`config.mk`:
```
export PLATFORM = sky130hd
export DESIGN_NAME = framebuffer_write_arbiter
export DESIGN_NICKNAME = d
export VERILOG_FILES = /design/src/rtl/framebuffer_write_arbiter_pkg.sv /design/src/rtl/framebuffer_write_arbiter_rr_priority_picker.sv /design/src/rtl/framebuffer_write_arbiter.sv
export SDC_FILE = /design/constraint.sdc
export NUM_CORES = 1
export LEC_CHECK = 0
export ABC_AREA = 0
export BUFFER_PORTS_ARGS = -buffer_cell sky130_fd_sc_hd__buf_2
export CORE_ASPECT_RATIO = 1.5
export CORE_MARGIN = 2
export CORE_UTILIZATION = 32
export CTS_CLUSTER_SIZE = 30
export DETAILED_ROUTE_END_ITERATION = 12
export MAX_ROUTING_LAYER = met4
export PLACE_DENSITY = 0.57
export SYNTH_ARGS = -nofsm -noshare
export SYNTH_HDL_FRONTEND = slang
export SYNTH_HIERARCHICAL = 1
export SYNTH_SLANG_ARGS = --single-unit
```
`constraint.sdc`:
```
create_clock -name i_Clock -period 2.6 [get_ports i_Clock]
set_input_delay 0.39 -clock i_Clock [delete_from_list [all_inputs] [get_ports i_Clock]]
set_output_delay 0.39 -clock i_Clock [all_outputs]
set_load 0.1 [all_outputs]
```
`src/rtl/framebuffer_write_arbiter_pkg.sv`:
```
// framebuffer_write_arbiter_pkg: framebuffer constants, colours, opcodes and arbiter state type
//   Shared by the write arbiter, its priority picker and the instruction engine.
package framebuffer_write_arbiter_pkg;
    localparam int FB_BITS_PER_PIXEL = 3;
    localparam int FB_DEPTH          = 640 * 480;
    localparam logic [FB_BITS_PER_PIXEL-1:0] RED   = 3'b100;
    localparam logic [FB_BITS_PER_PIXEL-1:0] GREEN = 3'b010;
    localparam logic [FB_BITS_PER_PIXEL-1:0] BLUE  = 3'b001;
    localparam logic [7:0] OP_NOP       = 8'h00;
    localparam logic [7:0] OP_SET_PIXEL = 8'h01;
    localparam logic [7:0] OP_FILL_RECT = 8'h02;
    localparam logic [7:0] OP_CLEAR     = 8'h03;
    typedef enum logic {s_IDLE, s_GRANT} state_t;
endpackage

```
`src/rtl/framebuffer_write_arbiter_rr_priority_picker.sv`:
```
// rr_priority_picker: combinational round-robin winner search
//   i_Req    : request vector
//   i_Ptr    : index of the last owner; the search starts at i_Ptr+1 (mod N)
//   o_Winner : one-hot winner, 0 when nothing requests
//   o_Any    : any request present
module rr_priority_picker
    import framebuffer_write_arbiter_pkg::*;
#(
    parameter int N  = 2,
    parameter int IW = 1
) (
    input  logic [N-1:0]  i_Req,
    input  logic [IW-1:0] i_Ptr,
    output logic [N-1:0]  o_Winner,
    output logic          o_Any
);
    localparam logic [N-1:0] ONE = N'(1);
    logic [IW-1:0] w_Idx;
    // Walk from the farthest candidate to the nearest so the nearest valid one wins.
    always_comb begin
        o_Winner = '0;
        w_Idx    = '0;
        for (int i = N; i >= 1; i--) begin
            w_Idx = IW'((int'(i_Ptr) + i) % N);
            if (i_Req[w_Idx]) o_Winner = ONE << w_Idx;
        end
    end
    assign o_Any = |i_Req;
endmodule

```
`src/rtl/framebuffer_write_arbiter.sv`:
```
// framebuffer_write_arbiter: round-robin, burst-locked sharing of the framebuffer write port
//   i_Clock, i_Reset_n          : clock, async active-low reset
//   i_Req_Valid/Last/Addr/Data  : per-requester beat stream, packed [k*W +: W]
//   o_Req_Ready                 : beat accepted when valid & ready
//   i_Stall                     : RAM port busy, blocks all acceptance
//   o_Grant                     : one-hot owner, 0 when idle
//   o_Write_Enable/Addr/Data    : registered framebuffer write, 1 cycle after accept
//   o_Addr_Error                : 1-cycle pulse for an accepted out-of-range beat
module framebuffer_write_arbiter
    import framebuffer_write_arbiter_pkg::*;
#(
    parameter int NUM_REQ           = 2,
    parameter int BITS_PER_PIXEL    = FB_BITS_PER_PIXEL,
    parameter int ADDR_WIDTH        = 32,
    parameter int FRAMEBUFFER_DEPTH = FB_DEPTH,
    parameter int MAX_BURST         = 16
) (
    input  logic                              i_Clock,
    input  logic                              i_Reset_n,
    input  logic [NUM_REQ-1:0]                i_Req_Valid,
    input  logic [NUM_REQ-1:0]                i_Req_Last,
    input  logic [NUM_REQ*ADDR_WIDTH-1:0]     i_Req_Addr,
    input  logic [NUM_REQ*BITS_PER_PIXEL-1:0] i_Req_Data,
    output logic [NUM_REQ-1:0]                o_Req_Ready,
    input  logic                              i_Stall,
    output logic [NUM_REQ-1:0]                o_Grant,
    output logic                              o_Write_Enable,
    output logic [ADDR_WIDTH-1:0]             o_Write_Addr,
    output logic [BITS_PER_PIXEL-1:0]         o_Write_Data,
    output logic                              o_Addr_Error
);
    localparam int IW = NUM_REQ > 1 ? $clog2(NUM_REQ) : 1;
    localparam int CW = $clog2(MAX_BURST + 1);
    state_t                    r_State;
    logic [IW-1:0]             r_Owner, r_Last_Grant, w_Win_Idx;
    logic [CW-1:0]             r_Beat_Count;
    logic [NUM_REQ-1:0]        w_Winner;
    logic                      w_Any, w_Valid, w_Accept, w_In_Range, w_Release;
    logic [ADDR_WIDTH-1:0]     w_Addr;
    logic [BITS_PER_PIXEL-1:0] w_Data;
    rr_priority_picker #(.N(NUM_REQ), .IW(IW)) u_picker (
        .i_Req    (i_Req_Valid),
        .i_Ptr    (r_Last_Grant),
        .o_Winner (w_Winner),
        .o_Any    (w_Any)
    );
    always_comb begin
        w_Win_Idx = '0;
        for (int i = 0; i < NUM_REQ; i++) if (w_Winner[i]) w_Win_Idx = IW'(i);
    end
    assign w_Valid     = i_Req_Valid[r_Owner];
    assign w_Addr      = i_Req_Addr[r_Owner*ADDR_WIDTH +: ADDR_WIDTH];
    assign w_Data      = i_Req_Data[r_Owner*BITS_PER_PIXEL +: BITS_PER_PIXEL];
    assign w_In_Range  = 64'(w_Addr) < 64'(FRAMEBUFFER_DEPTH);
    assign o_Req_Ready = (r_State == s_GRANT && !i_Stall) ? o_Grant : '0;
    assign w_Accept    = r_State == s_GRANT && w_Valid && !i_Stall;
    // A dropped valid ends the burst even while stalled; the owner must re-arbitrate.
    assign w_Release   = r_State == s_GRANT && (!w_Valid || (w_Accept &&
                         (i_Req_Last[r_Owner] || r_Beat_Count == CW'(MAX_BURST - 1))));
    always_ff @(posedge i_Clock or negedge i_Reset_n) begin
        if (!i_Reset_n) begin
            r_State        <= s_IDLE;
            r_Owner        <= '0;
            r_Last_Grant   <= IW'(NUM_REQ - 1);
            r_Beat_Count   <= '0;
            o_Grant        <= '0;
            o_Write_Enable <= 1'b0;
            o_Write_Addr   <= '0;
            o_Write_Data   <= '0;
            o_Addr_Error   <= 1'b0;
        end else begin
            o_Write_Enable <= w_Accept && w_In_Range;
            o_Addr_Error   <= w_Accept && !w_In_Range;
            // Suppressed beats leave the last real write's address and data on the port.
            if (w_Accept && w_In_Range) begin
                o_Write_Addr <= w_Addr;
                o_Write_Data <= w_Data;
            end
            if (r_State == s_IDLE) begin
                if (w_Any) begin
                    r_State      <= s_GRANT;
                    o_Grant      <= w_Winner;
                    r_Owner      <= w_Win_Idx;
                    r_Beat_Count <= '0;
                end
            end else begin
                if (w_Accept) r_Beat_Count <= r_Beat_Count + CW'(1);
                if (w_Release) begin
                    r_State      <= s_IDLE;
                    o_Grant      <= '0;
                    r_Last_Grant <= r_Owner;
                end
            end
        end
    end
endmodule

```
Word-level counts from Yosys, hierarchy flattened
Index checks and enable logic that the tools add are counted.
- multipliers: 1
- mux-type cells: 21
- add/subtract/negate cells: 3
- shift operators: 4
- eq/ne operators: 3
- bitwise logic cells: 1
- reduce and logical (&&, ||, !) cells: 18
- $lt $le $gt $ge: 4
- operators by type and width (kind ; count):
    indexed part select 64 x 7 -> 32 bit ; 1
    < comparator 32 x 19 -> 1 bit, second input constant ; 1
    2-to-1 mux 5 bit ; 3
    2-to-1 mux 1 bit ; 12
    2-to-1 mux 2 bit ; 6
    AND reduction 2 bit ; 4
    logical AND 1 bit ; 7
    < comparator 1 x 2 -> 1 bit, second input constant ; 3
    indexed part select 6 x 4 -> 3 bit ; 1
    adder 5 x 1 -> 5 bit, second input constant ; 1
    equality test 5 x 4 -> 1 bit, second input constant ; 1
    inequality test 2 x 1 -> 1 bit, second input constant ; 2
    << shifter 1 x 1 -> 2 bit, first input constant ; 2
    logical NOT 1 bit ; 3
    multiplier 1 x 2 -> 3 bit, second input constant ; 1
    adder 1 bit, second input constant ; 2
    logical OR 1 bit ; 2
    nonzero test 2 bit ; 1
    OR reduction 2 bit ; 1
    NOT 1 bit ; 1
- output and inout bits: 41
- logic and storage cells: 64
- register bits: 47
- input port bits: 77

Longest topological paths before layout
Gate-level depths: netlist (run 1).
- word-level depth: 9
- mapped depth: 8
- gate-level depth less buffers: 7

By module
The synthesis (run 1) kept the hierarchy.
- by module, submodules not included (module ; area each (µm²) ; cells an instance ; seq. area each (µm²) ; instances):
    framebuffer_write_arbiter ; 2252.2 ; 173 ; 1177.4 ; 1
    rr_priority_picker ; 25.0 ; 4 ; 0.0 ; 1

Worst setup path before layout (run 1)
OpenSTA, ideal clock, no wires.
- path type: reg2out
- from: register o_Grant[0]
- to: output o_Req_Ready[0]
- setup slack: 0.428 ns
- stages on the path, launching flop included: 2
- arrival time: 1.782 ns
- buffers on the path: 0
- required time: 2.210 ns
- cell sequence: dfrtp_1 -> and2_1
- word-level cells in the longest chain between the ends: 1
- ends and longest elaborated chain (element ; RTL line ; RTL):
    start: declaration ; framebuffer_write_arbiter.sv:26 ; output logic [NUM_REQ-1:0] o_Grant,
    start signal: assignment ; framebuffer_write_arbiter.sv:82 ; o_Grant <= w_Winner;
    2-to-1 mux 2 bit ; framebuffer_write_arbiter.sv:55 ; assign o_Req_Ready = (r_State == s_GRANT && !i_Stall) ? o_Grant : '0;
    end: declaration ; framebuffer_write_arbiter.sv:24 ; output logic [NUM_REQ-1:0] o_Req_Ready,
No other way between the ends.

Worst setup path after layout (run 1)
- from: register r_Owner
- to: register o_Write_Addr[10]
- word-level cells in the longest chain between the ends: 5
- elaborated cells on any way between the ends: 7
- classes of those cells: order compare: 1; shift: 1; mux: 2; reduce/logical: 3
- ends and longest elaborated chain (element ; RTL line ; RTL):
    start: declaration ; framebuffer_write_arbiter.sv:35 ; logic [IW-1:0] r_Owner, r_Last_Grant, w_Win_Idx;
    start signal: assignment ; framebuffer_write_arbiter.sv:83 ; r_Owner <= w_Win_Idx;
    branches (longest 5 deep; another with < comparator 32 x 19 -> 1 bit) ; - ;
    end signal: assignment ; framebuffer_write_arbiter.sv:76 ; o_Write_Addr <= w_Addr;
    end: declaration ; framebuffer_write_arbiter.sv:28 ; output logic [ADDR_WIDTH-1:0] o_Write_Addr,
Parallel ways; which one is timed is not known. The select of a mux whose other input is x is not followed.
A chain may end at the register's enable or synchronous reset.

==> reports/results.txt, run 1 <==
EDFF count, synth = 0
Share of cells above drive strength 1 = 58.2%
H-tree Lvls = 2
Post-synth design cell area = 0.00228 mm²
Status = completed
Chip width = 72.9 µm
Crit path cell chain = mux2i_1, nand2_1, o21ai_1, nand4_4, buf_12, mux2_4
Synth Area per Inst = 12.9 µm²
Dominant cells by area after synthesis = dfrtp_1 (51%), mux2_2 (13%), mux2_4 (8.6%)
Clock transition at path regs = 90 ps
Power Internal = 0.00138 W
Worst Setup Start Kind = register
VDD IR-drop max = 0.341 mV
Clock Sinks = 47
Count of final setup violators = 0
Critical Path RT = 2780 ps
Cells after DPL = 369
Count leader, synth = dfrtp_1
Routed vias = 1,759
Worst EP arrival = 2470 ps
Leak Pwr = 1.74 nW
Post-synthesis cell count = 177
DRT Pass-1 Iters = 4
Post-route DRC violation count = 0
CTS tree = done
Vias/cell = 4.67
DIE AREA = 0.00782 mm²
Hold Buf Count CTS = 0
Top cell type's share of synthesized area = 50.5%
Net Sw Power = 0.000721 W
Clk Latency, worst-skew pair = 300 ps
RSZ-0062 raised after global routing = no
GRT Resource Usage Total = 14.7%
Root buf cell = clkbuf_8
Grt total ovfl = 0
Setup CP Type = register to register
Rows = 37
Final Max Tran Viols = 0
Pin count of the biggest net entering global routing = 27
Combinational Power Share = 32.7%
Hold_ws = 39.8 ps
Buf/Inv on CP = 1
Setup TNS Final = 0 ps
DR WL/cell = 14.0 µm
Critical path's top delay family = flip-flops
Nature of the critical path endpoint = register
CTS Buf Count = 5
Final antenna-violating net count = 0
First-pass GRT wire length = 8530 µm
Rel. slew slack = 65.1%
Ys async rst share = 100%
Max Root-Sink Buffers = 2
PortBufs = 117
Core Box Area = 0.00690 mm²
Number of synthesized register bits = 47
CP Max Fanout = 26
Period utilisation layout = 87.8%
Chip height = 107 µm
Synth cell types = 36
Initial Utilization = 33.0%
Power Density = 685 mW/mm²
Post-CTS resize count = 0
Sw Ratio = 34.4%
Dominant cell type by area after synthesis = dfrtp_1
Ant diodes = 0
Post-CTS Setup Inserts = 0
I/O Pins = 118
Final clock skew = 6.30 ps
Clock power frac = 26.4%
Worst-margin pin slew = 523 ps
Vias in the first global route = 1,841
Fmax = 438 MHz
Max-cap violation count = 0
HPWL after DPL = 4180 µm
Crit-path max cell delay = 680 ps
Synth Flop Type = dfrtp_1
Gpl congestion = 0.859
Net Count, Synth = 256
Design Power = 0.00210 W
Sequential area share after synthesis = 51.7%
Crit path max-delay cell type = dfrtp_1
Initial antenna violation count = 0
Yosys Warn Count = 6
Synth cell count leaders = dfrtp_1 (46), mux2_2 (26), and2_1 (17)
Drt total wl = 5300 µm
Crit path time final = 2280 ps
Final Hold Vio Count = 0
Sequential share of power = 40.9%
DR iter-0 viols = 40
Nets = 377
Non-Filler Instances = 377
Layout area overhead = 34.6%
Min-Delay Path Class = input pin to async pin
-- per-stage QoR --
| step | area, µm² | util (%) | worst slack, ps |
|---|---|---|---|
| 2_1_floorplan | 2280 | - | 428 |
| 4_1_cts | 3060 | 44.4 | 283 |
| 3_3_place_gp | 2950 | 42.7 | 364 |
| 5_1_grt | 3060 | 44.4 | 145 |
| 3_5_place_dp | 2950 | 42.7 | 313 |
| 6_report | 3060 | 44.4 | 317 |
-- path summary, 6_finish.rpt --
check	startpoint	cells past startpoint	to	slack [ps]
max reg2reg	r_Owner	6	o_Write_Addr[10]	320
max	r_Owner	6	o_Write_Addr[10]	320
max in group asynchronous	i_Reset_n	2	o_Write_Data[1]	1830
min in group i_Clock	i_Req_Addr[48]	3	o_Write_Addr[16]	410
min	i_Reset_n	1	o_Write_Addr[1]	40
min reg2reg	o_Write_Addr[24]	1	o_Write_Addr[24]	490
-- metal layers --
metal  vias up  track usage [%]  routed length [µm]
met5         -                -                   0
met4         0             7.14                 157
met3         9             2.25                 307
met2        74             26.1                2860
met1       816             15.7                1970
li1        860                -                   -
-- final cells by class --
type / count / area (µm²)
inverter: 7 / 26.3
tap: 78 / 97.6
clock buffer: 6 / 82.6
fill: 666 / 3830
clock inverter: 2 / 35.0
timing repair buffer: 121 / 628
sequential: 47 / 1180
multi-input combinational: 116 / 1020
-- power by group through the flow --
stage | clock [W] | sequential [W] | combinational [W]
6_report | 0.000555 | 0.000858 | 0.000686
5_1_grt | 0.000601 | 0.000870 | 0.000744
4_1_cts | 0.000582 | 0.000860 | 0.000701
3_5_place_dp | 0 | 0.000875 | 0.000699
3_3_place_gp | 0 | 0.000872 | 0.000695
2_1_floorplan | 0 | 0.000970 | 0.000433
-- registers in the layout (all words and copies together), names as in the netlist --
signal and flops:
o_Write_Addr 32, r_Beat_Count 5, o_Write_Data 3, o_Grant 2, o_Addr_Error 1, o_Write_Enable 1, r_Last_Grant 1, r_Owner 1
r_State 1
-- cells by family after synthesis --
kind of cell | count (synthesis) | share of synthesized area [%]
mux | 46 | 24.5
buf+inv | 14 | 3.63
xor+xnor | 2 | 0.769
flops | 47 | 51.7
simple gates | 50 | 13.6
fa+ha+maj | 2 | 1.10
compound gates | 16 | 4.73
-- cell usage in the layout (no fill, tap or decap), types with 2 or more instances in the layout --
| cell | count |
|---|---|
| clkbuf_8 | 6 |
| nor4_1 | 4 |
| buf_4 | 3 |
| nand3_1 | 4 |
| dfrtp_1 | 46 |
| nor2_1 | 5 |
| a211oi_1 | 2 |
| ha_1 | 2 |
| a31o_2 | 2 |
| a21boi_1 | 2 |
| mux2_2 | 26 |
| nand2_1 | 6 |
| and2_1 | 17 |
| inv_1 | 7 |
| buf_2 | 117 |
| xor2_1 | 2 |
| o21ai_0 | 4 |
| nor2b_1 | 3 |
| mux2i_1 | 7 |
| mux2_4 | 13 |
| nand2b_1 | 2 |
Note: power is estimated with default switching activity, not from simulation.
==> inputs of run 2 (changes only) <==
Settings changed: PLACE_DENSITY 0.57 to 0.7.
==> run 2 against run 1 <==
Compared with the run above: non-clock buffer count grew 2; critical path depth unchanged; combinational power grew 3%; clock power fell by 21%; first-iteration DRC count up 7.5%; flip-flop and latch count unchanged; die area did not move; global-route usage is 0.49 points lower; critical endpoint is now o_Write_Addr[3].
==> reports/results.txt, run 2 (same netlist as run 1, synthesis figures left out) <==
Initial antenna violation count = 0
Count of final setup violators = 0
Nets = 379
RSZ-0062 raised after global routing = no
Grt met1 use = 16.4%
FF-to-FF End = o_Write_Addr[3]
R2R setup slack = 330 ps
Pin count of the biggest net entering global routing = 37
Commonest cells after routing, fill and taps aside = buf_2 (117), dfrtp_1 (46), mux2_2 (26), and2_1 (17), mux2_4 (13)
Final antenna-violating net count = 0
Crit-path max cell delay = 660 ps
Gpl congestion = 0.827
Vias in the first global route = 1,793
Most flops, register = o_Write_Addr
H-tree Lvls = 2
Grt total ovfl = 0
Non-Filler Instances = 379
Final Hold Vio Count = 0
Core Box Area = 0.00690 mm²
CTS Buf Count = 5
Power Density = 654 mW/mm²
GRT Resource Usage Total = 14.3%
Setup TNS Final = 0 ps
DR WL/cell = 14.0 µm
Setup CP Type = register to register
Drt total wl = 5300 µm
Gr busiest metal = met2
Biggest regs = o_Write_Addr (32), r_Beat_Count (5), o_Write_Data (3)
Root buf cell = clkbuf_8
Max reg flops = 32
Worst Setup Start Kind = register
Met2 Resource Use GR = 25.2%
Worst EP arrival = 2460 ps
Leak Pwr = 1.73 nW
Most common cell after layout, fill and taps aside = buf_2
Final clock skew = 6.80 ps
Initial Utilization = 33.0%
Fin area = 0.00305 mm²
Rows = 37
HPWL after DPL = 4050 µm
Post-route DRC violation count = 0
DRT Pass-1 Iters = 2
Crit path time final = 2270 ps
Worst Hold Launch = i_Req_Addr[15]
FILL cells = 660
CP Max Fanout = 36
Max Root-Sink Buffers = 2
Nature of the critical path endpoint = register
Status = completed
R2R cell count = 6
FF-to-FF Start = r_Owner
Clk Latency, worst-skew pair = 290 ps
I/O Pins = 118
DP Area = 0.00295 mm²
Layout area overhead = 34.1%
DR iter-0 viols = 43
Cells after DPL = 370
Chip width = 72.9 µm
Ant diodes = 0
VDD IR-drop max = 0.281 mV
PortBufs = 117
Clock transition at path regs = 90 ps
Clock Sinks = 47
Fmax = 440 MHz
Period utilisation layout = 87.4%
Hold depth = 3
Met3 Use GR = 2.15%
Crit path cell chain = buf_4, mux2i_1, and2b_1, nand4_4, buf_12, mux2_2
Final Max Tran Viols = 0
DIE AREA = 0.00782 mm²
Share of cells above drive strength 1 = 58.1%
First-pass GRT wire length = 8380 µm
Max-cap violation count = 0
Crit path max-delay cell type = dfrtp_1
Vias/cell = 4.69
CTS tree = done
Post-CTS resize count = 0
Routed vias = 1,779
Worst slack, placed = 343 ps
Worst-margin pin slew = 508 ps
Critical Path RT = 2790 ps
Rel. slew slack = 65.8%
Chip height = 107 µm
Worst Hold End = o_Write_Addr[15]
PnR worst setup slack = 327 ps
Post-CTS Setup Inserts = 0
Min-Delay Path Class = input pin to register
run 2: critical path, delay by kind of cell, from the launching register on:
kind,cells,cell delay (ps)
flip-flops,1,660
multiplexers,2,610
buffers and inverters,2,520
AND/OR/NAND/NOR,2,360
run 2: through the flow:
stage	utilization (%)	total power (W)	hold WS, ps
floorplan	-	0.00140	94.4
global placement	42.8	0.00157	296
detailed placement	42.8	0.00158	299
CTS	44.3	0.00203	414
global route	44.3	0.00212	429
finish	44.3	0.00200	421
run 2: worst max path at each step:
stage,cells past startpoint,endpoint,startpoint,slack [ps]
floorplan,1,o_Req_Ready[0],o_Grant[0],430
detailed placement,6,o_Write_Data[1],r_Owner,340
finish,6,o_Write_Addr[3],r_Owner,330
CTS,6,o_Write_Data[0],r_Owner,320
global placement,6,o_Write_Addr[2],r_Owner,410
global route,6,o_Write_Addr[1],r_Owner,170
run 2: power by group:
group          total, W  switching [W]  internal [W]
clock          0.000436       0.000248      0.000187
sequential     0.000856      0.0000677      0.000788
combinational  0.000704       0.000417      0.000288
total           0.00200       0.000733       0.00126
run 2: timing repair:
item | in CTS | in global routing
setup endpoints to repair | 0 | 0
hold endpoints to repair | 13 | 0
hold buffers | 1 | 0
run 2: area by class of cell:
| class | count | area [µm²] | share of cell area [%] |
|---|---|---|---|
| clock buffers | 5 | 68.8 | 2.25 |
| clock inverters | 3 | 20.0 | 0.656 |
| multi-input cells | 116 | 1020 | 33.3 |
| inverters | 7 | 26.3 | 0.861 |
| well taps | 78 | 97.6 | 3.20 |
| repair buffers | 123 | 646 | 21.1 |
| flip-flops and latches | 47 | 1180 | 38.6 |
run 2: metal layers:
layer,share of wire [%],routed length [µm]
met2,53,2790
met3,5.6,295
met4,1.0,54
met5,0,0
met1,41,2160
